==> src/rtl/gowin_pll_phase_ctrl.sv <==
// rtl/gowin_pll_phase_ctrl.sv - multi-channel PSDA/DUTYDA dynamic phase controller for rPLLs
// Steps one channel at a time; each PSDA change is followed by a settle window and a lock wait.
module gowin_pll_phase_ctrl #(
  parameter int NUM_CH        = 2,
  parameter int STEP_SIZE     = 1,
  parameter int SETTLE_CYCLES = 16,
  parameter int LOCK_TIMEOUT  = 4096,
  parameter int INIT_PHASE    = 0,
  parameter int DUTY_OFFSET   = 8,
  localparam int CH_W = (NUM_CH > 1) ? $clog2(NUM_CH) : 1
) (
  input  logic                  clk_i,
  input  logic                  rst_i,
  input  logic                  cmd_valid_i,
  output logic                  cmd_ready_o,
  input  logic [CH_W-1:0]       cmd_ch_i,
  input  logic [1:0]            cmd_op_i,
  input  logic [3:0]            cmd_phase_i,
  input  logic [NUM_CH-1:0]     pll_lock_i,
  output logic [4*NUM_CH-1:0]   psda_o,
  output logic [4*NUM_CH-1:0]   dutyda_o,
  output logic                  busy_o,
  output logic                  done_o,
  output logic                  err_o
);

  localparam int CNT_MAX = (SETTLE_CYCLES > LOCK_TIMEOUT) ? SETTLE_CYCLES : LOCK_TIMEOUT;
  localparam int CNT_W   = $clog2(CNT_MAX + 1);
  localparam logic [CNT_W-1:0] SETTLE_LAST = CNT_W'(SETTLE_CYCLES - 1);
  localparam logic [CNT_W-1:0] LOCK_LAST   = CNT_W'(LOCK_TIMEOUT - 1);
  localparam logic [3:0] STEP4   = 4'(STEP_SIZE);
  localparam logic [3:0] PH_MASK = ~4'(STEP_SIZE - 1);
  localparam logic [3:0] INIT4   = 4'(INIT_PHASE);
  localparam logic [3:0] DOFF4   = 4'(DUTY_OFFSET);

  localparam logic [1:0] OP_DOWN   = 2'b00;
  localparam logic [1:0] OP_PRESET = 2'b11;

  typedef enum logic [2:0] {
    S_IDLE, S_PLAN, S_APPLY, S_SETTLE, S_WAIT_LOCK, S_DONE
  } state_t;

  state_t              state_q;
  logic [CNT_W-1:0]    cnt_q;
  logic [CH_W-1:0]     ch_q;
  logic [1:0]          op_q;
  logic [3:0]          target_q;
  logic [3:0]          next_q;
  logic [4*NUM_CH-1:0] psda_q;
  logic [4*NUM_CH-1:0] dutyda_q;
  logic                done_q;
  logic                err_q;

  logic [3:0] cur_psda;
  logic       cur_lock;
  logic       ch_ok;
  logic [3:0] delta_d;
  logic       up_d;
  logic       move_d;
  logic [3:0] next_d;

  always_comb begin
    cur_psda = INIT4;
    cur_lock = 1'b0;
    for (int n = 0; n < NUM_CH; n++) begin
      if (int'(ch_q) == n) begin
        cur_psda = psda_q[4*n +: 4];
        cur_lock = pll_lock_i[n];
      end
    end
    ch_ok   = int'(ch_q) < NUM_CH;
    delta_d = target_q - cur_psda;
    up_d    = 1'b1;
    move_d  = 1'b1;
    // Seek/preset: shortest way round the 16-position circle, ties go up.
    if (op_q == OP_DOWN) begin
      up_d = 1'b0;
    end else if (op_q[1]) begin
      if (delta_d == 4'd0) begin
        move_d = 1'b0;
      end else if (delta_d > 4'd8) begin
        up_d = 1'b0;
      end
    end
    next_d = up_d ? (cur_psda + STEP4) : (cur_psda - STEP4);
  end

  always_ff @(posedge clk_i) begin
    if (rst_i) begin
      state_q  <= S_IDLE;
      cnt_q    <= '0;
      ch_q     <= '0;
      op_q     <= '0;
      target_q <= '0;
      next_q   <= '0;
      done_q   <= 1'b0;
      err_q    <= 1'b0;
      for (int n = 0; n < NUM_CH; n++) begin
        psda_q[4*n +: 4]   <= INIT4;
        dutyda_q[4*n +: 4] <= INIT4 + DOFF4;
      end
    end else begin
      done_q <= 1'b0;
      err_q  <= 1'b0;
      case (state_q)
        S_IDLE: begin
          if (cmd_valid_i) begin
            ch_q     <= cmd_ch_i;
            op_q     <= cmd_op_i;
            target_q <= (cmd_op_i == OP_PRESET) ? INIT4 : (cmd_phase_i & PH_MASK);
            state_q  <= S_PLAN;
          end
        end
        S_PLAN: begin
          if (!ch_ok) begin
            state_q <= S_DONE;
            done_q  <= 1'b1;
            err_q   <= 1'b1;
          end else if (!move_d) begin
            state_q <= S_DONE;
            done_q  <= 1'b1;
          end else begin
            next_q  <= next_d;
            state_q <= S_APPLY;
          end
        end
        S_APPLY: begin
          for (int n = 0; n < NUM_CH; n++) begin
            if (int'(ch_q) == n) begin
              psda_q[4*n +: 4]   <= next_q;
              dutyda_q[4*n +: 4] <= next_q + DOFF4;
            end
          end
          cnt_q   <= '0;
          state_q <= S_SETTLE;
        end
        S_SETTLE: begin
          if (cnt_q == SETTLE_LAST) begin
            cnt_q   <= '0;
            state_q <= S_WAIT_LOCK;
          end else begin
            cnt_q <= cnt_q + CNT_W'(1);
          end
        end
        S_WAIT_LOCK: begin
          if (cur_lock) begin
            cnt_q <= '0;
            if (op_q[1]) begin
              state_q <= S_PLAN;
            end else begin
              state_q <= S_DONE;
              done_q  <= 1'b1;
            end
          end else if (cnt_q == LOCK_LAST) begin
            cnt_q   <= '0;
            state_q <= S_DONE;
            done_q  <= 1'b1;
            err_q   <= 1'b1;
          end else begin
            cnt_q <= cnt_q + CNT_W'(1);
          end
        end
        S_DONE: begin
          state_q <= S_IDLE;
        end
        default: begin
          state_q <= S_IDLE;
        end
      endcase
    end
  end

  assign cmd_ready_o = (state_q == S_IDLE) && !rst_i;
  assign busy_o      = (state_q != S_IDLE);
  assign done_o      = done_q;
  assign err_o       = err_q;
  assign psda_o      = psda_q;
  assign dutyda_o    = dutyda_q;

endmodule

==> config.mk <==
export PLATFORM = sky130hd
export DESIGN_NAME = gowin_pll_phase_ctrl
export DESIGN_NICKNAME = d
export VERILOG_FILES = /design/src/rtl/gowin_pll_phase_ctrl.sv
export SDC_FILE = /design/constraint.sdc
export NUM_CORES = 1
export LEC_CHECK = 0
export BUFFER_PORTS_ARGS = -buffer_cell sky130_fd_sc_hd__buf_4
export CORE_MARGIN = 4
export CORE_UTILIZATION = 56
export DETAILED_ROUTE_END_ITERATION = 10
export PLACE_DENSITY_LB_ADDON = 0.15
export SYNTH_ARGS = -nofsm -noshare
export SYNTH_HDL_FRONTEND = slang
export SYNTH_SLANG_ARGS = --single-unit
==> constraint.sdc <==
create_clock -name clk_i -period 4.18 [get_ports clk_i]
set_input_delay 0.418 -clock clk_i [delete_from_list [all_inputs] [get_ports clk_i]]
set_output_delay 0.418 -clock clk_i [all_outputs]
set_load 0.02 [all_outputs]
Word level (Yosys, flattened, before mapping). Cells that the tools add are included. Widths: inputs -> output; s select.

Logic and storage cells: 70. Output and inout bits: 20. Register bits: 45. Input port bits: 12.

Multiplexer cells: 27. Equality and inequality tests: 10. Reductions and logical operators: 13. $lt $le $gt $ge: 1. Bitwise logic cells: 2. Add/subtract/negate cells: 5.

Operators by type and width (number): $mux 13 (3); $pmux 13 s3 (1); $mux 3 (6); $pmux 3 s5 (1); $add 13x1->13 const B (1); $eq 13x12->1 const B (1); $eq 13x4->1 const B (1); $mux 1 (12); $mux 4 (3); $reduce_and 2->1 (4); $eq 3x2->1 const B (2); $reduce_bool 3->1 (2); $add 4x1->4 const B (1); $add 4x4->4 const B (1); $gt 4x4->1 const B (1); $logic_not 4->1 (1); $ne 2x2->1 const B (2); $sub 4x1->4 const B (1); $sub 4x4->4 (1); $eq 3x1->1 const B (1); $eq 3x3->1 const B (1); $logic_not 3->1 (1); $ne 3x3->1 const B (1); $reduce_and 3->1 (1); other kinds (7) (8).

Depth between registers and ports, before layout. Gate-level depths: netlist (run 1).

Depth after elaboration: 8. Mapped depth: 15. Depth with buffers taken out: 14.

Worst setup path before layout (run 1). No wires, ideal clock.

Path type: register to register. From: register ch_q. To: register next_q[3]. Setup time: 0.131 ns. Buffers on the path: 1. Clock period less this slack: 3.077 ns. Cell stages (with the launch flop): 15. Path slack: 1.103 ns. Data required time: 4.049 ns. Arrival time: 2.947 ns. Cells stage by stage: dfxtp_1 buf_6 mux2i_1 inv_1 ha_1 inv_1 fa_1 nor3_1 a211oi_2 ha_1 a21oi_1 o21ai_0 xnor2_1 xnor2_1 o22ai_1.

Longest elaborated chain between the ends: 8. Elaborated cells between the ends (all ways): 15. Those cells by class: add/sub (3); order compare (1); mux (9); reduce/logical (2).

Ends and longest elaborated chain: start: declaration (RTL line 45) `logic [CH_W-1:0] ch_q;`; start signal: assignment (RTL line 108) `ch_q <= cmd_ch_i;`; $mux 4 (*) (RTL line 66) `if (int'(ch_q) == n) begin`; $sub 4x4->4 (RTL line 72) `delta_d = target_q - cur_psda;`; $gt 4x4->1 (RTL line 81) `end else if (delta_d > 4'd8) begin`; $mux 1 (RTL line 81); $mux 1 (RTL line 79) `if (delta_d == 4'd0) begin`; $mux 1 (RTL line 78) `end else if (op_q[1]) begin`; $mux 1 (RTL line 76) `if (op_q == OP_DOWN) begin`; $mux 4 (RTL line 85) `next_d = up_d ? (cur_psda + STEP4) : (cur_psda - STEP4);`; end signal: assignment (RTL line 123) `next_q <= next_d;`; end: declaration (RTL line 48) `logic [3:0] next_q;`.

Every way passes the cells marked *; elsewhere a longest branch is shown, timed or not. A chain may end at the register's enable or synchronous reset.

Worst setup path in the final report (run 1). Same ends and word-level chain as after synthesis.

==> results.cfg, run 1 <==
[placement]
dpl.hpwl_um = 2990
dp.cells = 300
place_congestion = 0.798
port_buffers = 31
pre_cts_ws_ns = 0.936

[cts]
cts_resized = 0
clock-root-buffer = clkbuf_8
holdBufCountCts = 0
cts_buffer_depth = 2
cts.sinks = 39
cts.clk_slew.worst_paths_ns = 0.07
worstSkewPairLatency_ns = 0.29
cts_tree = yes
cts_made_buffers = 5
htreeDepth = 2
post-cts-setup-buffers = 0

[timing]
worst_pin_slew_ns = 0.870
timing.fmax_mhz = 305
setup_slack_ns = 0.906
tns_ns = 0
fin_crit_sh_pct = 78.3
rsz0062_at_grt = no
hold_viol = 0
clock_skew_ns = 0.00495
maxSlewViolCount = 0
setup_viol = 0
period_needed_ns = 3.27
max_slew_margin_pct = 41.6

[hold_path]
worst_hold_path.num_cells = 3
hp-class = in -> reg
min_to = op_q[0]$_SDFFE_PP0P_
worstHoldStart = cmd_op_i[0]

[logic_synthesis]
yosysWarnings = 0
synth_fa_ha_area_share_pct = 5.49
synth_top_family_by_area = simple AND/OR/NAND/NOR gates
ys.flop_type = dfxtp_1
ys_top_cells_by_count = dfxtp_1, nand2_1, nor2_1, a21oi_1, mux2i_1
yosysMostFrequentCell = dfxtp_1
yosys.area_share.xor_xnor_pct = 3.22
ys_ff_latch = 39
synthCells = 240
netlist.area_leader.share_pct = 37.2
synth_seq_area_share_pct = 37.2
yosys.area_share.simple_pct = 21.2
syn_area_um2 = 2100
synthArstFlopShare_pct = 0
synthDistinctLibCells = 48
synth_area_leaders = dfxtp_1, mux2i_1, nand2_1, a311oi_1, a21oi_1
muxShareOfSynthArea_pct = 7.34
syn-num-nets = 260
synth-compound-area-share_pct = 18.4
syn_area_per_cell_um2 = 8.74
yosys.area.top_type = dfxtp_1
synth_edf_count = 0

[die]
die-height_um = 69.2
ios = 32
initial_core_util_pct = 60.5
die_w_um = 69.2
core_area_um2 = 3470
dieArea_um2 = 4790
num_rows = 21

[critical_path]
start_kind = register
r2r_cells = 13
crit_arrival_ns = 3.44
r2r_setup_slack_ns = 0.91
crit_required_ns = 4.35
endpoint_kind = register
critPathKind = reg -> reg
reg2reg_to = next_q[3]$_SDFFE_PP0P_
startpoint = ch_q$_SDFFE_PP0P_
crit_chain = mux2i_1, inv_1, ha_1, inv_1, fa_1, nor3_1, a211oi_2, ha_1, a21oi_1, o21ai_0, xnor2_1, xnor2_1, o22ai_1
slowest_stage = nor3_1
slowest_delay_ns = 0.47
path_max_fanout = 4
rr_startpoint = ch_q$_SDFFE_PP0P_

[grt]
antenna_found_initial = 0
grtUsageMet1_pct = 27.8
overflow = 0
grt_pass1_vias = 1596
grt_pass1_wl_um = 7540
use_met3_pct = 4.78
grt_usage_pct = 18.9
grt_util_met2_pct = 26.9
grt_max_degree = 42
gr-max-usage-layer = met1

[routing]
drt_pass1_iterations = 4
drc = 0
ant_nets = 0
via_count = 1720
wirelength_um = 4260
drt-initial-drc-count = 166
wl_per_cell_um = 13.9
vias_per_cell = 5.60

[pwr]
vdd_drop_max_v = 0.000234
p_leak_nw = 0.886
cellPowerDensity_nw_per_um2 = 525

[cells_and_area]
final_cells = 307
multi_input_area_um2 = 1170
area_growth_pct = 13.2
regArea_um2 = 781
layout-drive-gt1-share_pct = 18.8
diodes = 0
layout.nets = 281
final.fill_count = 299

[flow_run]
drv_cap = 0

[run_status]
outcome = complete, no violations
[logic make-up after synthesis]
group           Yosys count
simple gates             89
compound gates           56
flops                    39
buf+inv                  28
mux                      14
fa+ha+maj                 8
xor+xnor                  6
[worst max-delay path: cells and delay by family (launching register included)]
kind | cells | cell delay, ns
buf+inv | 2 | 0.25
mux | 1 | 0.29
flops | 1 | 0.35
simple gates | 1 | 0.47
xor+xnor | 2 | 0.31
compound gates | 4 | 0.51
fa+ha+maj | 3 | 0.99
[sequential cells by signal, summed over array words and instances (netlist names)]
signal and flops:
ch_q 1, op_q 2, next_q 4, cnt_q 13
done_o 1, target_q 4, psda_o 8, err_o 1
state_q 3, dutyda_o 2
[report_power, final]
group / switching [W] / internal (W)
clock network: 0.000129 / 0.000129
logic: 0.000296 / 0.000212
registers: 0.0000547 / 0.000425
total: 0.000479 / 0.000767
[cell usage in the layout (no fill, tap or decap), drive strengths merged, types with 2 or more instances in the layout]
cell     n
dfxtp   39
buf     33
nand2   30
nor2    20
a21oi   17
mux2i   13
a311oi  11
inv      9
o21ai    9
nand3    7
nand2b   7
ha       6
clkbuf   6
a31oi    5
xnor2    5
and4     4
a21o     3
nor3     3
nor2b    3
nand4    3
a41oi    3
a211oi   3
nor4     2
fa       2
or2      2
[final cells by class]
cell class | count | share of cell area [%]
sequential | 39 | 32.9
tap | 46 | 2.42
clock inverter | 1 | 0.211
timing repair buffer | 33 | 10.4
clock buffer | 6 | 3.48
inverter | 9 | 1.42
multi-input combinational | 173 | 49.2
[per-stage QoR]
stage / hold WS, ns / power, W / cell area (um^2) / util, %
after floorplan: 0.432 / 0.000873 / 2100 / -
after global placement: 0.442 / 0.000979 / 2290 / 65.9
after detailed placement: 0.445 / 0.000990 / 2290 / 65.9
after CTS: 0.374 / 0.00125 / 2370 / 68.5
after global routing: 0.394 / 0.00133 / 2370 / 68.5
final: 0.379 / 0.00125 / 2370 / 68.5
[worst max path at each step]
| stage | endpoint | slack [ns] |
|---|---|---|
| floorplan | next_q[3]$_SDFFE_PP0P_ | 1.10 |
| global placement | next_q[3]$_SDFFE_PP0P_ | 1.06 |
| detailed placement | next_q[3]$_SDFFE_PP0P_ | 0.94 |
| CTS | next_q[3]$_SDFFE_PP0P_ | 0.89 |
| global route | next_q[3]$_SDFFE_PP0P_ | 0.54 |
| finish | next_q[3]$_SDFFE_PP0P_ | 0.91 |
[per-layer routing]
layer	vias to the layer above	part of all wire (%)	routed length [um]
met4	0	1.2	53
met5	-	0	0
met1	770	50	2110
li1	895	-	-
met3	5	6.2	266
met2	50	43	1830
No activity file was read; power rests on OpenSTA's default activity.
==> inputs of run 2 (changes only) <==
CORE_UTILIZATION = 51   (was 56)
clock period = 2.98 ns   (was 4.18 ns; I/O delays follow)
==> results.cfg, run 2 (same netlist as run 1, synthesis figures left out) <==
[routing]
wl_per_cell_um = 13.7
wirelength_um = 4440
vias_per_cell = 5.54
drc = 0
drt_pass1_iterations = 4
ant_nets = 0
via_count = 1799
drt-initial-drc-count = 160

[critical_path]
crit_arrival_ns = 3.02
r2r_cells = 14
path_max_fanout = 4
crit_required_ns = 3.14
critPathKind = reg -> reg
start_kind = register
endpoint_kind = register

[cells_and_area]
layout_common_cells = buf_4, dfxtp_1, nand2_1
layout.nets = 294
largest_reg_flops = 13
top_register = cnt_q
diodes = 0
finish.utilization_pct = 63.5
layout-drive-gt1-share_pct = 24.4
area_growth_pct = 21.2
fin_area_um2 = 2540
mostFrequentLayoutCell = buf_4

[timing]
setup_viol = 0
clock_skew_ns = 0.00157
hold_viol = 0
maxSlewViolCount = 0
setup_slack_ns = 0.124
worst_pin_slew_ns = 0.877
period_needed_ns = 2.86
fin_crit_sh_pct = 95.8
timing.fmax_mhz = 350
whs_ns = 0.263
max_slew_margin_pct = 41.1
tns_ns = 0

[cts]
htreeDepth = 2
clock-root-buffer = clkbuf_8
cts_tree = yes
worstSkewPairLatency_ns = 0.28
holdBufCountCts = 0
cts.clk_slew.worst_paths_ns = 0.07
cts_made_buffers = 5
cts_buffer_depth = 2
cts.sinks = 39

[placement]
place_congestion = 0.896
port_buffers = 31
placed_area_um2 = 2370
pre_cts_ws_ns = -0.0155
dpl.hpwl_um = 3100

[run_status]
outcome = complete, no violations

[pwr]
p_leak_nw = 0.963
cellPowerDensity_nw_per_um2 = 768
vdd_drop_max_v = 0.000396

[die]
core_area_um2 = 4000
dieArea_um2 = 5200
initial_core_util_pct = 52.4
ios = 32
die_w_um = 72.1
die-height_um = 72.1
num_rows = 23

[hold_path]
worst_hold_path.num_cells = 3
hp-class = in -> reg

[grt]
grt_usage_pct = 17.7
overflow = 0
grt_pass1_wl_um = 7350
antenna_found_initial = 0
grt_max_degree = 42
grt_pass1_vias = 1617

[flow_run]
drv_cap = 0
[run 2: cell count changes in the layout (fill, tap and decap cells not counted)]
cell | before | now
buf_4 | 33 | 46
mux2i_1 | 12 | 10
mux2i_4 | 1 | 3
bufinv_16 | 0 | 1
dfxtp_1 | 39 | 38
dfxtp_4 | 0 | 1
nor3_1 | 3 | 2
nor3_2 | 0 | 1
[run 2: layout make-up]
cell class	count	area (um^2)
Clock inverter	2	35.0
Timing Repair Buffer	46	345
Clock buffer	6	82.6
Multi-Input combinational cell	173	1200
Sequential cell	39	785
Inverter	9	33.8
Tap cell	50	62.6
Fill cell	347	1460
[run 2: final timing paths]
path                            slack [ns]                     start                  endpoint
worst min register to register        0.46  target_q[0]$_SDFFE_PP0P_  target_q[0]$_SDFFE_PP0P_
worst max-delay path                  0.12         ch_q$_SDFFE_PP0P_    next_q[3]$_SDFFE_PP0P_
worst max register to register        0.12         ch_q$_SDFFE_PP0P_    next_q[3]$_SDFFE_PP0P_
worst min-delay path                  0.26               cmd_op_i[0]      op_q[0]$_SDFFE_PP0P_
[run 2: timing repair]
action / 4_1_cts / 5_1_grt
gates cloned: 0 / 0
pin swaps: 0 / 3
setup buffers: 0 / 3
gates resized for setup: 3 / 3
setup endpoints to repair: 1 / 1
[run 2: per-stage QoR]
step                      cells  power (W)
final                       325    0.00195
after global routing        325    0.00208
after CTS                   322    0.00193
after detailed placement    314    0.00147
after global placement      314    0.00145
after floorplan             240    0.00123
[run 2: metal layers]
layer | global-route usage [%] | vias to the layer above | share of wire, %
met5 | 0 | - | 0
met4 | 6.89 | 0 | 1.2
met3 | 3.32 | 5 | 6.4
met2 | 26.9 | 50 | 44
met1 | 24.8 | 824 | 48
li1 | - | 920 | -
[run 2: power breakdown]
group	leakage, nW	internal (W)	total (W)	switching [W]
Sequential	0.317	0.000598	0.000683	0.0000849
Clock	0.0612	0.000271	0.000448	0.000177
Combinational	0.585	0.000386	0.000820	0.000435
Total	0.963	0.00125	0.00195	0.000697
[run 2: critical path, cell delays in order (launching register included)]
cell,delay [ns]
dfxtp_4,0.39
mux2i_4,0.20
inv_1,0.08
ha_1,0.14
inv_1,0.06
fa_1,0.38
xor2_1,0.17
nor3_2,0.08
a211oi_2,0.25
ha_1,0.32
a21oi_1,0.14
o21ai_0,0.11
xnor2_1,0.18
xnor2_1,0.14
o22ai_1,0.10
==> inputs of run 3 (changes only) <==
ABC_AREA = 1   (was not set)
==> results.cfg, run 3 <==
[timing]
hold_viol = 0
worst_pin_slew_ns = 0.693
period_needed_ns = 2.77
clock_skew_ns = 0.00506
maxSlewViolCount = 0
max_slew_margin_pct = 53.7
setup_viol = 0
timing.fmax_mhz = 361
fin_crit_sh_pct = 92.9

[cells_and_area]
mostFrequentLayoutCell = nand2_1
layout.nets = 382
area_growth_pct = 20.8
diodes = 0
layout_common_cells = nand2_1, inv_1, dfxtp_1, buf_4, nor2_1
layout-drive-gt1-share_pct = 19.6
final_cells = 413
final.fill_count = 387
largest_reg_flops = 13
top_register = cnt_q
fin_area_um2 = 2630

[logic_synthesis]
synth_seq_area_share_pct = 35.8
synth_edf_count = 0
syn-num-nets = 347
yosys.area.top_type = dfxtp_1
yosysMostFrequentCell = nand2_1
synth_area_leaders = dfxtp_1, nand2_1, inv_1, nor2_1, o21ai_0
netlist.area_leader.share_pct = 35.8
ys.flop_type = dfxtp_1
syn_area_per_cell_um2 = 6.67
synthCells = 327
ys_ff_latch = 39
synthArstFlopShare_pct = 0
yosysWarnings = 0
syn_area_um2 = 2180
synthDistinctLibCells = 32
ys_top_cells_by_count = nand2_1, inv_1, dfxtp_1, nor2_1, o21ai_0

[die]
die-height_um = 73.4
ios = 32
num_rows = 23
die_w_um = 73.4
core_area_um2 = 4060
initial_core_util_pct = 53.7
dieArea_um2 = 5380

[pwr]
cellPowerDensity_nw_per_um2 = 890
p_leak_nw = 1.29
vdd_drop_max_v = 0.000425

[cts]
cts_made_buffers = 5
htreeDepth = 2
holdBufCountCts = 0
cts.clk_slew.worst_paths_ns = 0.08
clock-root-buffer = clkbuf_8
cts_tree = yes
cts.sinks = 39
cts_buffer_depth = 2
worstSkewPairLatency_ns = 0.29

[grt]
grt_max_degree = 25
antenna_found_initial = 0
grt_pass1_vias = 1904
overflow = 0
grt_usage_pct = 19.4
grt_pass1_wl_um = 8160

[critical_path]
startpoint = ch_q$_SDFFE_PP0P_
path_max_fanout = 8
slowest_delay_ns = 0.49
endpoint_kind = register
slowest_stage = fa_1
cp_common_cell = nand2_1
crit_end = next_q[3]$_SDFFE_PP0P_
reg2reg_to = next_q[3]$_SDFFE_PP0P_
critPathKind = reg -> reg
crit_arrival_ns = 2.96
r2r_setup_slack_ns = 0.21
rr_startpoint = ch_q$_SDFFE_PP0P_
crit_required_ns = 3.17
crit_chain = inv_6, nand2_1, nand2_2, ha_4, inv_2, fa_1, inv_1, nand2_1, nor2_1, nand2_1, nand2_1, inv_1, nand3_2, nand2_4, ha_4, a21oi_2, nand2_1, xor2_2, nand2_1, nand2_1, nor2_1, nor2_1
cp_num_buf_inv = 4
cpLargestDelayFamily = simple AND/OR/NAND/NOR gates
cp.depth = 22
r2r_cells = 22
start_kind = register

[placement]
port_buffers = 31
place_congestion = 0.921
placed_area_um2 = 2430
dp.cells = 401
dpl.hpwl_um = 3790

[flow_run]
drv_cap = 0

[routing]
wl_per_cell_um = 12.5
ant_nets = 0
wirelength_um = 5160
drc = 0
drt-initial-drc-count = 90
vias_per_cell = 5.10
drt_pass1_iterations = 4
via_count = 2107

[run_status]
outcome = complete, no violations

[hold_path]
hp-class = in -> reg
## run 3: worst min path at each step
| stage | startpoint | cells after the start | slack (ns) | to |
|---|---|---|---|---|
| floorplan | rst_i | 1 | 0.38 | err_o$_SDFF_PP0_ |
| global placement | dutyda_o[7]$_SDFFE_PP1P_ | 1 | 0.44 | dutyda_o[7]$_SDFFE_PP1P_ |
| detailed placement | dutyda_o[3]$_SDFFE_PP1P_ | 1 | 0.45 | dutyda_o[3]$_SDFFE_PP1P_ |
| CTS | cmd_phase_i[1] | 3 | 0.28 | target_q[1]$_SDFFE_PP0P_ |
| global route | cmd_phase_i[1] | 3 | 0.28 | target_q[1]$_SDFFE_PP0P_ |
| finish | cmd_phase_i[1] | 3 | 0.28 | target_q[1]$_SDFFE_PP0P_ |
## run 3: where the power goes
group | leakage, nW | switching (W) | internal [W]
registers | 0.318 | 0.0000852 | 0.000629
clock network | 0.0505 | 0.000187 | 0.000211
logic | 0.917 | 0.000750 | 0.000482
## run 3: kinds of logic (layout without fill, tap and decap cells)
| logic type | after synthesis | after routing | synth area share, % |
|---|---|---|---|
| AO/OA/AOI/OAI | 58 | 58 | 14.7 |
| XOR/XNOR | 5 | 5 | 2.01 |
| adder cells (fa/ha/maj) | 8 | 8 | 5.28 |
| buffers and inverters | 66 | 102 | 12.7 |
| flip-flops | 39 | 39 | 35.8 |
| AND/OR/NAND/NOR | 151 | 151 | 29.4 |
## run 3: final cells by class
cell class              count  area (um^2)  area share (%)
repair buffers             38          285            10.8
clock buffers               7         96.3            3.66
multi-input cells         222         1180            44.8
clock inverters             1         7.51           0.285
flip-flops and latches     39          785            29.8
well taps                  50         62.6            2.38
inverters                  56          218            8.27
## run 3: timing repair
action / in CTS / in global routing
setup buffers: 0 / 4
hold endpoints to repair: 0 / 0
endpoints found under the setup margin: 1 / 3
gates resized for setup: 3 / 15
pin swaps: 0 / 10
## run 3: metrics by stage
stage	setup TNS, ns	hold slack, ns	utilization, %	setup WS [ns]	total power (W)
finish	0	0.284	64.9	0.212	0.00234
global route	-0.0110	0.279	64.9	-0.0110	0.00255
CTS	0	0.280	63.0	0.0611	0.00224
detailed placement	-0.0294	0.450	59.9	-0.0294	0.00180
global placement	0	0.441	59.9	0.0921	0.00178
floorplan	0	0.375	-	0.0949	0.00150
## run 3: routing by layer
metal / track usage [%] / vias to the layer above / part of all wire [%]
met1: 23.0 / 953 / 42
li1: - / 1094 / -
met4: 8.05 / 0 / 3.0
met2: 33.4 / 42 / 50
met5: 0 / - / 0
met3: 4.79 / 18 / 4.3
## run 3: worst min-delay path, stage by stage
cell     delay (ns)
buf_4          0.11
nand4_1        0.07
a21oi_1        0.05
